## config.mk

```make
export PLATFORM = sky130hd
export DESIGN_NAME = host_ctrl_packetizer
export DESIGN_NICKNAME = d
export VERILOG_FILES = /design/src/rtl/host_ctrl_packetizer.sv
export SDC_FILE = /design/constraint.sdc
export NUM_CORES = 1
export LEC_CHECK = 0
export BUFFER_PORTS_ARGS = -buffer_cell sky130_fd_sc_hd__buf_2
export CORE_AREA = 2 2 140 142
export CTS_BUF_LIST = sky130_fd_sc_hd__clkbuf_4 sky130_fd_sc_hd__clkbuf_8 sky130_fd_sc_hd__clkbuf_16
export DETAILED_ROUTE_END_ITERATION = 6
export DIE_AREA = 0 0 142 144
export GPL_TIMING_DRIVEN = 0
export PLACE_DENSITY = 0.63
export SLEW_MARGIN = 20
export SYNTH_ARGS = -nofsm -noshare
export SYNTH_HDL_FRONTEND = slang
export SYNTH_SLANG_ARGS = --single-unit
```

## constraint.sdc

```tcl
create_clock -name m_axi_aclk -period 3.24 [get_ports m_axi_aclk]
set_input_delay 0.324 -clock m_axi_aclk [delete_from_list [all_inputs] [get_ports m_axi_aclk]]
set_output_delay 0.324 -clock m_axi_aclk [all_outputs]
set_load 0.05 [all_outputs]
```

## src/rtl/host_ctrl_packetizer.sv

```systemverilog
// Builds fixed 6-word control frames (trigin / slowme / ratein) on an AXI-stream
// master, with one pending slot per request type and a forced inter-frame gap.
module host_ctrl_packetizer #(
  parameter logic [31:0] HDR0       = 32'h1111_6843,
  parameter logic [31:0] HDR1       = 32'h1654_4502,
  parameter logic [31:0] HDR2       = 32'h8F54_0000,
  parameter logic [15:0] ETH_TYPE   = 16'h005C,
  parameter int unsigned GAP_CYCLES = 4
) (
  input  logic        m_axi_aclk,
  input  logic        m_axi_aresetn,
  input  logic        TrigReq,
  input  logic        SlowReq,
  input  logic [31:0] SlowFill,
  input  logic        RateReq,
  input  logic [31:0] RateDelay,
  output logic [31:0] m_axis_tdata,
  output logic [3:0]  m_axis_tkeep,
  output logic        m_axis_tvalid,
  output logic        m_axis_tlast,
  input  logic        m_axis_tready,
  output logic        Busy,
  output logic [15:0] FramesSent,
  output logic [7:0]  DropCount
);

  typedef enum logic [1:0] {S_IDLE, S_SEND, S_GAP} state_t;
  typedef enum logic [1:0] {T_TRIG, T_SLOW, T_RATE} ftype_t;

  localparam logic [7:0] GAP_LAST = 8'(GAP_CYCLES - 1);

  state_t      r_state, w_state_nx;
  ftype_t      r_type;
  logic        r_trig_pend, r_slow_pend, r_rate_pend;
  logic [31:0] r_slow_fill, r_rate_delay, r_payload;
  logic [2:0]  r_idx;
  logic [7:0]  r_gap_cnt;
  logic [15:0] r_frames;
  logic [7:0]  r_drops;

  logic        w_sel_trig, w_sel_slow, w_sel_rate, w_sel_any;
  logic        w_hs, w_last_hs, w_gap_done;
  logic [1:0]  w_drop_inc;
  logic [8:0]  w_drop_sum;
  logic [15:0] w_tag_hi;
  logic [31:0] w_tag_lo;

  assign w_sel_trig = (r_state == S_IDLE) && r_trig_pend;
  assign w_sel_slow = (r_state == S_IDLE) && !r_trig_pend && r_slow_pend;
  assign w_sel_rate = (r_state == S_IDLE) && !r_trig_pend && !r_slow_pend && r_rate_pend;
  assign w_sel_any  = w_sel_trig || w_sel_slow || w_sel_rate;
  assign w_hs       = (r_state == S_SEND) && m_axis_tready;
  assign w_last_hs  = w_hs && (r_idx == 3'd5);
  assign w_gap_done = (r_gap_cnt == GAP_LAST);

  // A pulse that lands on the edge its flag is being consumed re-arms the
  // flag for a later frame and is not counted as a drop.
  assign w_drop_inc = {1'b0, TrigReq && r_trig_pend && !w_sel_trig}
                    + {1'b0, SlowReq && r_slow_pend && !w_sel_slow}
                    + {1'b0, RateReq && r_rate_pend && !w_sel_rate};
  assign w_drop_sum = {1'b0, r_drops} + {7'b0, w_drop_inc};

  always_ff @(posedge m_axi_aclk or negedge m_axi_aresetn) begin
    if (!m_axi_aresetn) r_state <= S_IDLE;
    else                r_state <= w_state_nx;
  end

  always_comb begin
    w_state_nx = r_state;
    case (r_state)
      S_IDLE:  if (w_sel_any) w_state_nx = S_SEND;
      S_SEND:  if (w_last_hs) w_state_nx = S_GAP;
      S_GAP:   if (w_gap_done) w_state_nx = S_IDLE;
      default: w_state_nx = S_IDLE;
    endcase
  end

  always_ff @(posedge m_axi_aclk or negedge m_axi_aresetn) begin
    if (!m_axi_aresetn) begin
      r_trig_pend  <= 1'b0;
      r_slow_pend  <= 1'b0;
      r_rate_pend  <= 1'b0;
      r_slow_fill  <= '0;
      r_rate_delay <= '0;
      r_payload    <= '0;
      r_type       <= T_TRIG;
      r_idx        <= '0;
      r_gap_cnt    <= '0;
      r_frames     <= '0;
      r_drops      <= '0;
    end else begin
      r_trig_pend <= TrigReq || (r_trig_pend && !w_sel_trig);
      r_slow_pend <= SlowReq || (r_slow_pend && !w_sel_slow);
      r_rate_pend <= RateReq || (r_rate_pend && !w_sel_rate);
      if (SlowReq) r_slow_fill  <= SlowFill;
      if (RateReq) r_rate_delay <= RateDelay;
      r_drops <= w_drop_sum[8] ? 8'hFF : w_drop_sum[7:0];

      if (w_sel_trig) begin
        r_type    <= T_TRIG;
        r_payload <= '0;
      end else if (w_sel_slow) begin
        r_type    <= T_SLOW;
        r_payload <= r_slow_fill;
      end else if (w_sel_rate) begin
        r_type    <= T_RATE;
        r_payload <= r_rate_delay;
      end

      if (w_sel_any)  r_idx <= '0;
      else if (w_hs)  r_idx <= r_idx + 3'd1;

      if (w_last_hs)              r_gap_cnt <= '0;
      else if (r_state == S_GAP)  r_gap_cnt <= r_gap_cnt + 8'd1;

      if (w_last_hs) r_frames <= r_frames + 16'd1;
    end
  end

  always_comb begin
    case (r_type)
      T_SLOW:  begin w_tag_hi = 16'h6C73; w_tag_lo = 32'h656D_776F; end
      T_RATE:  begin w_tag_hi = 16'h6172; w_tag_lo = 32'h6E69_6574; end
      default: begin w_tag_hi = 16'h7274; w_tag_lo = 32'h6E69_6769; end
    endcase
  end

  always_comb begin
    m_axis_tvalid = (r_state == S_SEND);
    m_axis_tdata  = '0;
    m_axis_tkeep  = '0;
    m_axis_tlast  = 1'b0;
    if (m_axis_tvalid) begin
      m_axis_tkeep = '1;
      m_axis_tlast = (r_idx == 3'd5);
      case (r_idx)
        3'd0:    m_axis_tdata = HDR0;
        3'd1:    m_axis_tdata = HDR1;
        3'd2:    m_axis_tdata = HDR2;
        3'd3:    m_axis_tdata = {w_tag_hi, ETH_TYPE};
        3'd4:    m_axis_tdata = w_tag_lo;
        default: m_axis_tdata = r_payload;
      endcase
    end
  end

  assign Busy       = (r_state != S_IDLE);
  assign FramesSent = r_frames;
  assign DropCount  = r_drops;

endmodule

```

# Yosys cells after proc, flatten, opt, wreduce, memory -nomap -nowiden

Cells that the tools add are included.

Bitwise logic cells: 0
Multiplexer cells: 21
Reduce and logical (&&, ||, !) cells: 33
$add $sub $neg: 6
$lt $le $gt $ge: 0
Eq/ne operators: 13
Multiply operators: 0
Shift-type cells: 0
Div/mod/pow operators: 0

Operators by type and width:

| operator                                                              | number |
|---|---|
| 32-bit one-hot mux with 5 select lines                                | 1 |
| 32-bit 2-to-1 mux                                                     | 4 |
| 28-bit one-hot mux with 2 select lines                                | 1 |
| 13-bit one-hot mux with 2 select lines                                | 1 |
| 8-bit 2-to-1 mux                                                      | 3 |
| 16-bit by 1-bit adder with 16-bit output, second input constant       | 1 |
| 1-bit logical AND                                                     | 16 |
| 2-bit 2-to-1 mux                                                      | 6 |
| 8-bit by 2-bit adder with 9-bit output                                | 1 |
| 8-bit by 1-bit adder with 8-bit output, second input constant         | 1 |
| 8-bit by 2-bit equality test with 1-bit output, second input constant | 1 |
| 3-bit by 2-bit equality test with 1-bit output, second input constant | 2 |
| 3-bit equality test, second input constant                            | 2 |
| 3-bit 2-to-1 mux                                                      | 2 |
| 2-bit one-hot mux with 3 select lines                                 | 1 |
| 2-bit nonzero test                                                    | 3 |
| 1-bit zero test                                                       | 5 |
| 1-bit logical OR                                                      | 5 |
| 2-bit by 1-bit equality test with 1-bit output, second input constant | 2 |
| 2-bit equality test, second input constant                            | 2 |
| 4-bit 2-to-1 mux                                                      | 1 |
| 2-bit != test, second input constant                                  | 2 |
| 3-bit by 1-bit adder with 3-bit output, second input constant         | 1 |
| 3-bit by 1-bit equality test with 1-bit output, second input constant | 1 |
| other kinds (8)                                                       | 8 |

Bits of input ports: 70
Output and inout bits: 63
Memories: 0
Memory bits (read-only): 0
Bits in registers: 138
Bits in writable memories: 0
Latch bits: 0

# Logic depth before layout (Yosys ltp)

Gate-level depths: netlist (run 1).

Depth after elaboration: 9
Mapped depth: 11

# Least setup slack after synthesis (run 1)

Ideal clock, no wire load.

Path type: register -> output
Start point: reg r_idx[1]
End point: out m_axis_tdata[27]
Buffers on the path: 0
Setup slack: 0.425 ns
Data required time: 2.916 ns
Arrival time: 2.491 ns
Cell stages (with the launch flop): 7
Cells stage by stage: dfrtp_1 > inv_1 > ha_1 > or3_4 > a21oi_4 > a2111oi_0 > nor3_1

Longest elaborated chain between the ends: 3
Elaborated cells on any way between the ends: 7
Those cells by class: eq/ne (4); mux (2); reduce/logical (1)

Ends and longest elaborated chain:

| element                                           | RTL line | source |
|---|---|---|
| from (decl)                                       | 36       | `logic [2:0] r_idx;` |
| from (signal assigned)                            | 111      | `else if (w_hs) r_idx <= r_idx + 3'd1;` |
| 3-bit equality test, or another cell as far along | 136      | `case (r_idx)` |
| 32-bit one-hot mux with 5 select lines *          | 136      |  |
| 32-bit 2-to-1 mux *                               | 133      | `if (m_axis_tvalid) begin` |
| to (decl)                                         | 17       | `output logic [31:0] m_axis_tdata,` |

Mark *: on every way between the ends. The rest lies on a longest branch, timed or not.

# Final worst setup path (run 1)

Start point: reg r_idx[0]
End point: out m_axis_tdata[16]

The elaborated chain is that of the path after synthesis.

==> run_results.csv, run 1 <==
group,metric,value,unit
routing,drt-total-wl,16200,um
setup_path,required,2.92,ns
cts,insertion_delay,0.42,ns
logic_synthesis,synth_simple_gate_area_frac,0.1328,
setup_path,crit_cells,7,
routing,wl_met2,7913,um
floorplanning,core-area,19080,um^2
logic_synthesis,ys_warn_count,0,
setup_path,slowest_delay,0.48,ns
cts,numCtsBuffers,17,
cts,cts_sinks,138,
grt,grt_antenna_before_repair,0,
timing,rsz0062_at_grt,"false",
floorplanning,initial_core_util,0.3404,
routing,wl_per_cell,16.53,um
setup_path,start_kind,"register",
logic_synthesis,synth_top_cell_area_share,0.5318,
logic_synthesis,synthTopCellsByCount,"dfrtp_1 (138), nor2_1 (75), mux2_2 (64), nand2_1 (44), a221oi_1 (21)",
logic_synthesis,synth-seq-cells,138,
logic_synthesis,synth_edf_count,0,
timing,finalMaxSlewViolations,0,
grt,grt_usage,0.1646,
logic_synthesis,synth_area_leaders,"dfrtp_1 (53%), mux2_2 (11%), nor2_1 (4.3%)",
timing,relSlewSlack,0.5809,
job,max_cap_viol_count,0,
logic_synthesis,yosysSeqAreaShare,0.5318,
logic_synthesis,syn-cell-area,6494,um^2
setup_path,crit_slowest_cell,"a21oi_1",
logic_synthesis,syn_inst,580,
finish,diodes,0,
logic_synthesis,ys.flop_type,"dfrtp_1",
cts,cts_setup_buffers,0,
finish,drive_above_1_share,0.3396,
routing,drtIter0Drc,254,
finish,final_cells,980,
grt,grt_pass1_wl,25880,um
timing,finalCriticalPeriod,3.077,ns
worst_hold_path,hold_depth,2,
floorplanning,die_y,144,um
timing,setup_viol,0,
timing,worst_slew_pin_slew,0.6128,ns
routing,dr.pass1.iters,5,
logic_synthesis,synth_top_family_by_area,"simple AND/OR/NAND/NOR gates",
setup_path,worst-path-buf-inv,3,
timing,fin_tns_setup,0,ns
logic_synthesis,synth_most_common_cell,"dfrtp_1",
cts,cts_root_buffer,"clkbuf_16",
power_and_ir_drop,p_leak,0.003763,uW
finish,fin_nets,817,
grt,grt_max_degree,88,
grt,grt_overflow,0,
placed_design,place_ws,0.04522,ns
logic_synthesis,syn-num-nets,666,
power_and_ir_drop,ir_drop,0.0004802,V
logic_synthesis,async_reset_ff_frac,1.000,
floorplanning,core.rowCount,51,
setup_path,reg2reg_depth,10,
timing,fmax,325.0,MHz
placed_design,dpl.hpwl,12060,um
power_and_ir_drop,power_density,1092,nW/um^2
timing,hold_ws,0.1028,ns
logic_synthesis,synthMuxAreaShare,0.1328,
floorplanning,io_pins,133,
routing,vias,4902,
finish,syn_to_final_growth,23.83,%
routing,via_per_inst,5.002,
timing,post-route-period-util,0.9496,
cts,clock_path_buffers,2,
routing,drc_errors,0,
routing,route.met3.wl,673,um
logic_synthesis,synth_top_area_cell,"dfrtp_1",
worst_hold_path,hold_path.class,"primary input to register",
setup_path,arrival,2.75,ns
cts,cts-resized-gates,0,
routing,met1_length,7279,um
logic_synthesis,synth_compound_area_frac,0.09730,
floorplanning,dieArea,20450,um^2
setup_path,critPathKind,"register to output pin",
timing,finalHoldViolations,0,
finish,n_fill_cell,1851,
logic_synthesis,synth.distinct_cells,54,
placed_design,io_buffers,130,
routing,top_layer_used,"met4",
setup_path,crit_path_max_fanout,10,
cts,cts_tree,"done",
floorplanning,die_w,142,um
timing,worst_slack,0.1633,ns
logic_synthesis,synthAdderAreaFrac,0.03314,
placed_design,dpl.cell_count,949,
finish,fin_util,0.4215,
routing,postRouteAntennaNets,0,
logic_synthesis,synth_xor_area_frac,0.03372,
timing,fin_skew,0.009709,ns
grt,grt_pass1_vias,4865,
outcome,outcome,"completed",
setup_path,cp-end-kind,"output pin",
cts,path_clk_slew,0.06,ns
finish,ff_latch_area,3453,um^2
placed_design,place_congestion,0.8784,
setup_path,cp_top_family,"buffers and inverters",
setup_path,path_cells,"inv_1 -> ha_1 -> clkbuf_1 -> nor2_1 -> a21oi_1 -> o221a_1 -> buf_2",
cts,htreeDepth,4,
logic_synthesis,synth.avg_cell_area,11.20,um^2
finish,multi_input_area,2790,um^2
worst register-to-register path, stage by stage, from the launching register on:
cell and delay [ns]:
dfrtp_1 0.47, or3_1 0.44, o211ai_1 0.21, fa_1 0.44
inv_1 0.07, ha_1 0.18, fa_1 0.27, and3_1 0.22
nand3_1 0.11, nor3_1 0.14, a21oi_1 0.06
metal layers:
layer / up-vias / GRT usage
li1: 2333 / -
met1: 2423 / 0.2108
met2: 126 / 0.2733
met3: 20 / 0.03940
met4: 0 / 0.05842
met5: - / 0
layout by cell type, fill, tap and decap left out, types with 5 or more instances in the layout:
cell / instances
buf_2: 143
dfrtp_1: 138
nor2_1: 75
mux2_2: 64
nand2_1: 44
a221oi_1: 21
o21ai_0: 18
clkbuf_16: 17
clkbuf_1: 16
nor3_1: 15
xor2_1: 15
ha_1: 14
inv_1: 13
a21oi_1: 13
mux2i_1: 13
and3_1: 10
xnor2_1: 10
nand3_1: 8
nand4_1: 8
o21a_1: 7
nand2b_1: 6
a21o_1: 6
clkinvlp_4: 6
buf_4: 5
per-stage QoR:
step | total power (uW) | instance area, um^2
floorplan | 5777 | 6494
global placement | 6941 | 7442
detailed placement | 6990 | 7480
CTS | 8852 | 8041
global route | 9278 | 8041
finish | 8779 | 8041
cells by family after synthesis:
kind of cell	count (synthesis)
xor+xnor	25
mux	78
compound gates	88
fa+ha+maj	16
buf+inv	53
simple gates	182
flops	138
final cells by class:
type                       count  area share
clock inverter                11     0.01229
multi-input combinational    389      0.3470
tap                          238     0.03703
sequential                   138      0.4294
timing repair buffer         132     0.08682
clock buffer                  19     0.05632
inverter                      13    0.006068
buffer                        40     0.02505
sequential cells by signal (all words and copies together), names as in the netlist:
signal / cells
r_trig_pend: 1
r_slow_fill: 32
r_rate_delay: 32
DropCount: 8
FramesSent: 16
r_state: 2
r_payload: 32
r_gap_cnt: 8
r_slow_pend: 1
r_idx: 3
r_type: 2
r_rate_pend: 1
timing repair:
item                                    4_1_cts  5_1_grt
hold endpoints to repair                     51        0
hold buffers                                  1        0
endpoints found under the setup margin        0        0
report_power, final:
group | internal [uW] | total (uW) | switching [uW]
Combinational | 1220 | 4470 | 3250
Clock | 1080 | 1820 | 741
Sequential | 2160 | 2480 | 327
Total | 4460 | 8780 | 4310
path summary, 6_finish.rpt:
path                               start                to  slack (ns)
hold reg to reg            r_payload[29]     r_payload[29]        0.48
hold / removal                   TrigReq       r_trig_pend        0.10
max in group asynchronous  m_axi_aresetn     r_payload[21]        2.08
min in group asynchronous  m_axi_aresetn    FramesSent[15]        0.40
setup reg to reg              r_state[0]      DropCount[6]        0.51
setup / recovery                r_idx[0]  m_axis_tdata[16]        0.16
(Power assumes the default switching activity.)
==> run 2, diff against run 1 <==
--- a/config.mk
+++ b/config.mk
@@ -10,8 +10,8 @@
 export CTS_BUF_LIST = sky130_fd_sc_hd__clkbuf_4 sky130_fd_sc_hd__clkbuf_8 sky130_fd_sc_hd__clkbuf_16
 export DETAILED_ROUTE_END_ITERATION = 6
 export DIE_AREA = 0 0 142 144
-export GPL_TIMING_DRIVEN = 0
 export PLACE_DENSITY = 0.63
+export REMOVE_ABC_BUFFERS = 1
 export SLEW_MARGIN = 20
 export SYNTH_ARGS = -nofsm -noshare
 export SYNTH_HDL_FRONTEND = slang
==> run 2 against run 1 <==
Sequential power hardly changed; fmax up 1.6%; worst hold slack worse by 0.062 ns; first-iteration DRC count decreased by 18%; clock skew is 0.0016 ns lower; combinational power shrank 4.7%; final area is 0.92% lower; final cell count shrank 2.8%; clock power increased by 12%; worst setup slack gained 0.049 ns; total power increased by 0.17%.
==> run_results.csv, run 2 (synthesized netlist as in run 1, its figures left out) <==
group,metric,value,unit
floorplanning,initial_core_util,0.3404,
floorplanning,die_y,144,um
floorplanning,die_w,142,um
outcome,outcome,"completed",
power_and_ir_drop,p_leak,0.003730,uW
power_and_ir_drop,ir_drop,0.0006215,V
setup_path,reg2reg_from,"r_state[1]",
cts,numCtsBuffers,17,
routing,drt-total-wl,15970,um
setup_path,crit_start,"r_idx[1]",
cts,htreeDepth,4,
cts,path_clk_slew,0.06,ns
routing,vias,4776,
setup_path,required,2.92,ns
finish,syn_to_final_growth,22.70,%
timing,worst_slack,0.2127,ns
finish,drive_above_1_share,0.3473,
cts,insertion_delay,0.41,ns
grt,grt_antenna_before_repair,0,
floorplanning,io_pins,133,
grt,grt_max_degree,105,
finish,design_area,7968,um^2
timing,setup_viol,0,
timing,finalHoldViolations,0,
timing,worst_slew_pin_slew,1.059,ns
placed_design,place_area,7340,um^2
cts,cts_hold_buf,0,
routing,postRouteAntennaNets,0,
routing,via_per_inst,5.012,
timing,fin_skew,0.008073,ns
finish,largest_registers,"r_payload x32, r_rate_delay x32, r_slow_fill x32",
timing,fmax,330.3,MHz
placed_design,place_congestion,0.7763,
floorplanning,core-area,19080,um^2
cts,cts_sinks,138,
worst_hold_path,hold_path.class,"primary input to asynchronous set/reset pin",
power_and_ir_drop,p_total,8793,uW
finish,fin_util,0.4176,
grt,grt_overflow,0,
setup_path,cp-end-kind,"output pin",
routing,drc_errors,0,
cts,cts_tree,"done",
cts,cts_setup_buffers,0,
timing,finalMaxSlewViolations,0,
setup_path,critPathKind,"register to output pin",
job,max_cap_viol_count,0,
routing,wl_per_cell,16.76,um
timing,post-route-period-util,0.9344,
grt,grt_usage,0.1610,
finish,fin_nets,787,
routing,drtIter0Drc,209,
cts,cts_root_buffer,"clkbuf_16",
setup_path,start_kind,"register",
floorplanning,dieArea,20450,um^2
cts,clock_path_buffers,2,
grt,grt_pass1_wl,25270,um
timing,rsz0062_at_grt,"false",
timing,relSlewSlack,0.2936,
floorplanning,core.rowCount,51,
routing,dr.pass1.iters,4,
timing,finalCriticalPeriod,3.027,ns
setup_path,crit_path_max_fanout,21,
finish,final_common_cell,"dfrtp_1",
placed_design,place_ws,0.5085,ns
grt,grt_pass1_vias,4722,
finish,layout_common_cells,"dfrtp_1 (138), buf_2 (131), nor2_1 (74)",
placed_design,io_buffers,132,
power_and_ir_drop,power_density,1104,nW/um^2
setup_path,arrival,2.70,ns
placed_design,dpl.hpwl,10900,um
==> run 2: changes by cell type in the layout (fill, tap and decap cells not counted), moves of 2 or more <==
cell        change
buf_1           -3
buf_2          -12
buf_4           +5
bufinv_16       +2
clkbuf_1       -16
clkinv_2        -2
clkinv_4        +4
clkinvlp_4      -5
inv_6           +2
==> run 2: where the power goes <==
part	total [uW]	switching [uW]	internal [uW]
Combinational	4260	3130	1130
Clock	2040	771	1270
Sequential	2490	338	2160
==> run 2: stage by stage <==
step | setup TNS, ns | hold WS, ns | instances
global placement | 0 | 0.4571 | 920
CTS | 0 | 0.08687 | 952
finish | 0 | 0.04045 | 953
floorplan | -4.222 | 0.02841 | 540
detailed placement | 0 | 0.4610 | 920
global route | 0 | 0.1183 | 952
==> run 2: area by class of cell <==
| type | instances | area (um^2) |
|---|---|---|
| Clock inverter | 12 | 163.9 |
| Fill cell | 1809 | 11110 |
| Multi-Input combinational cell | 389 | 2799 |
| Tap cell | 238 | 297.8 |
| Antenna cell | 1 | 2.502 |
| Inverter | 13 | 48.80 |
| Timing Repair Buffer | 142 | 742.0 |
| Clock buffer | 20 | 460.4 |
| Sequential cell | 138 | 3453 |
==> run 2: repair_timing <==
| action | 4_1_cts | 5_1_grt |
|---|---|---|
| setup endpoints to repair | 0 | 8 |
| gates resized for setup | 0 | 1 |
| endpoints found under the hold margin | 0 | 0 |
==> run 2: layer usage <==
layer,part of all wire,track usage,up-vias
met5,0,0,-
met3,0.063,0.04801,16
met2,0.45,0.2484,123
met1,0.47,0.2169,2345
met4,0.017,0.05421,0
li1,-,-,2292
==> run 2: worst paths after layout <==
path / cells after the start / slack [ns] / end
hold reg to reg: 1 / 0.46 / FramesSent[15]
min in group m_axi_aclk: 2 / 0.13 / r_trig_pend
hold / removal: 1 / 0.04 / DropCount[5]
setup reg to reg: 10 / 0.60 / DropCount[6]
max in group asynchronous: 2 / 2.37 / r_rate_delay[16]
setup / recovery: 7 / 0.21 / m_axis_tdata[30]
==> run 2: worst max-delay path: stages (launching register included) <==
cell     delay [ns]
dfrtp_1        0.39
inv_1          0.10
ha_1           0.28
or3_4          0.42
a21o_2         0.39
a21oi_1        0.28
o21a_1         0.16
buf_2          0.26
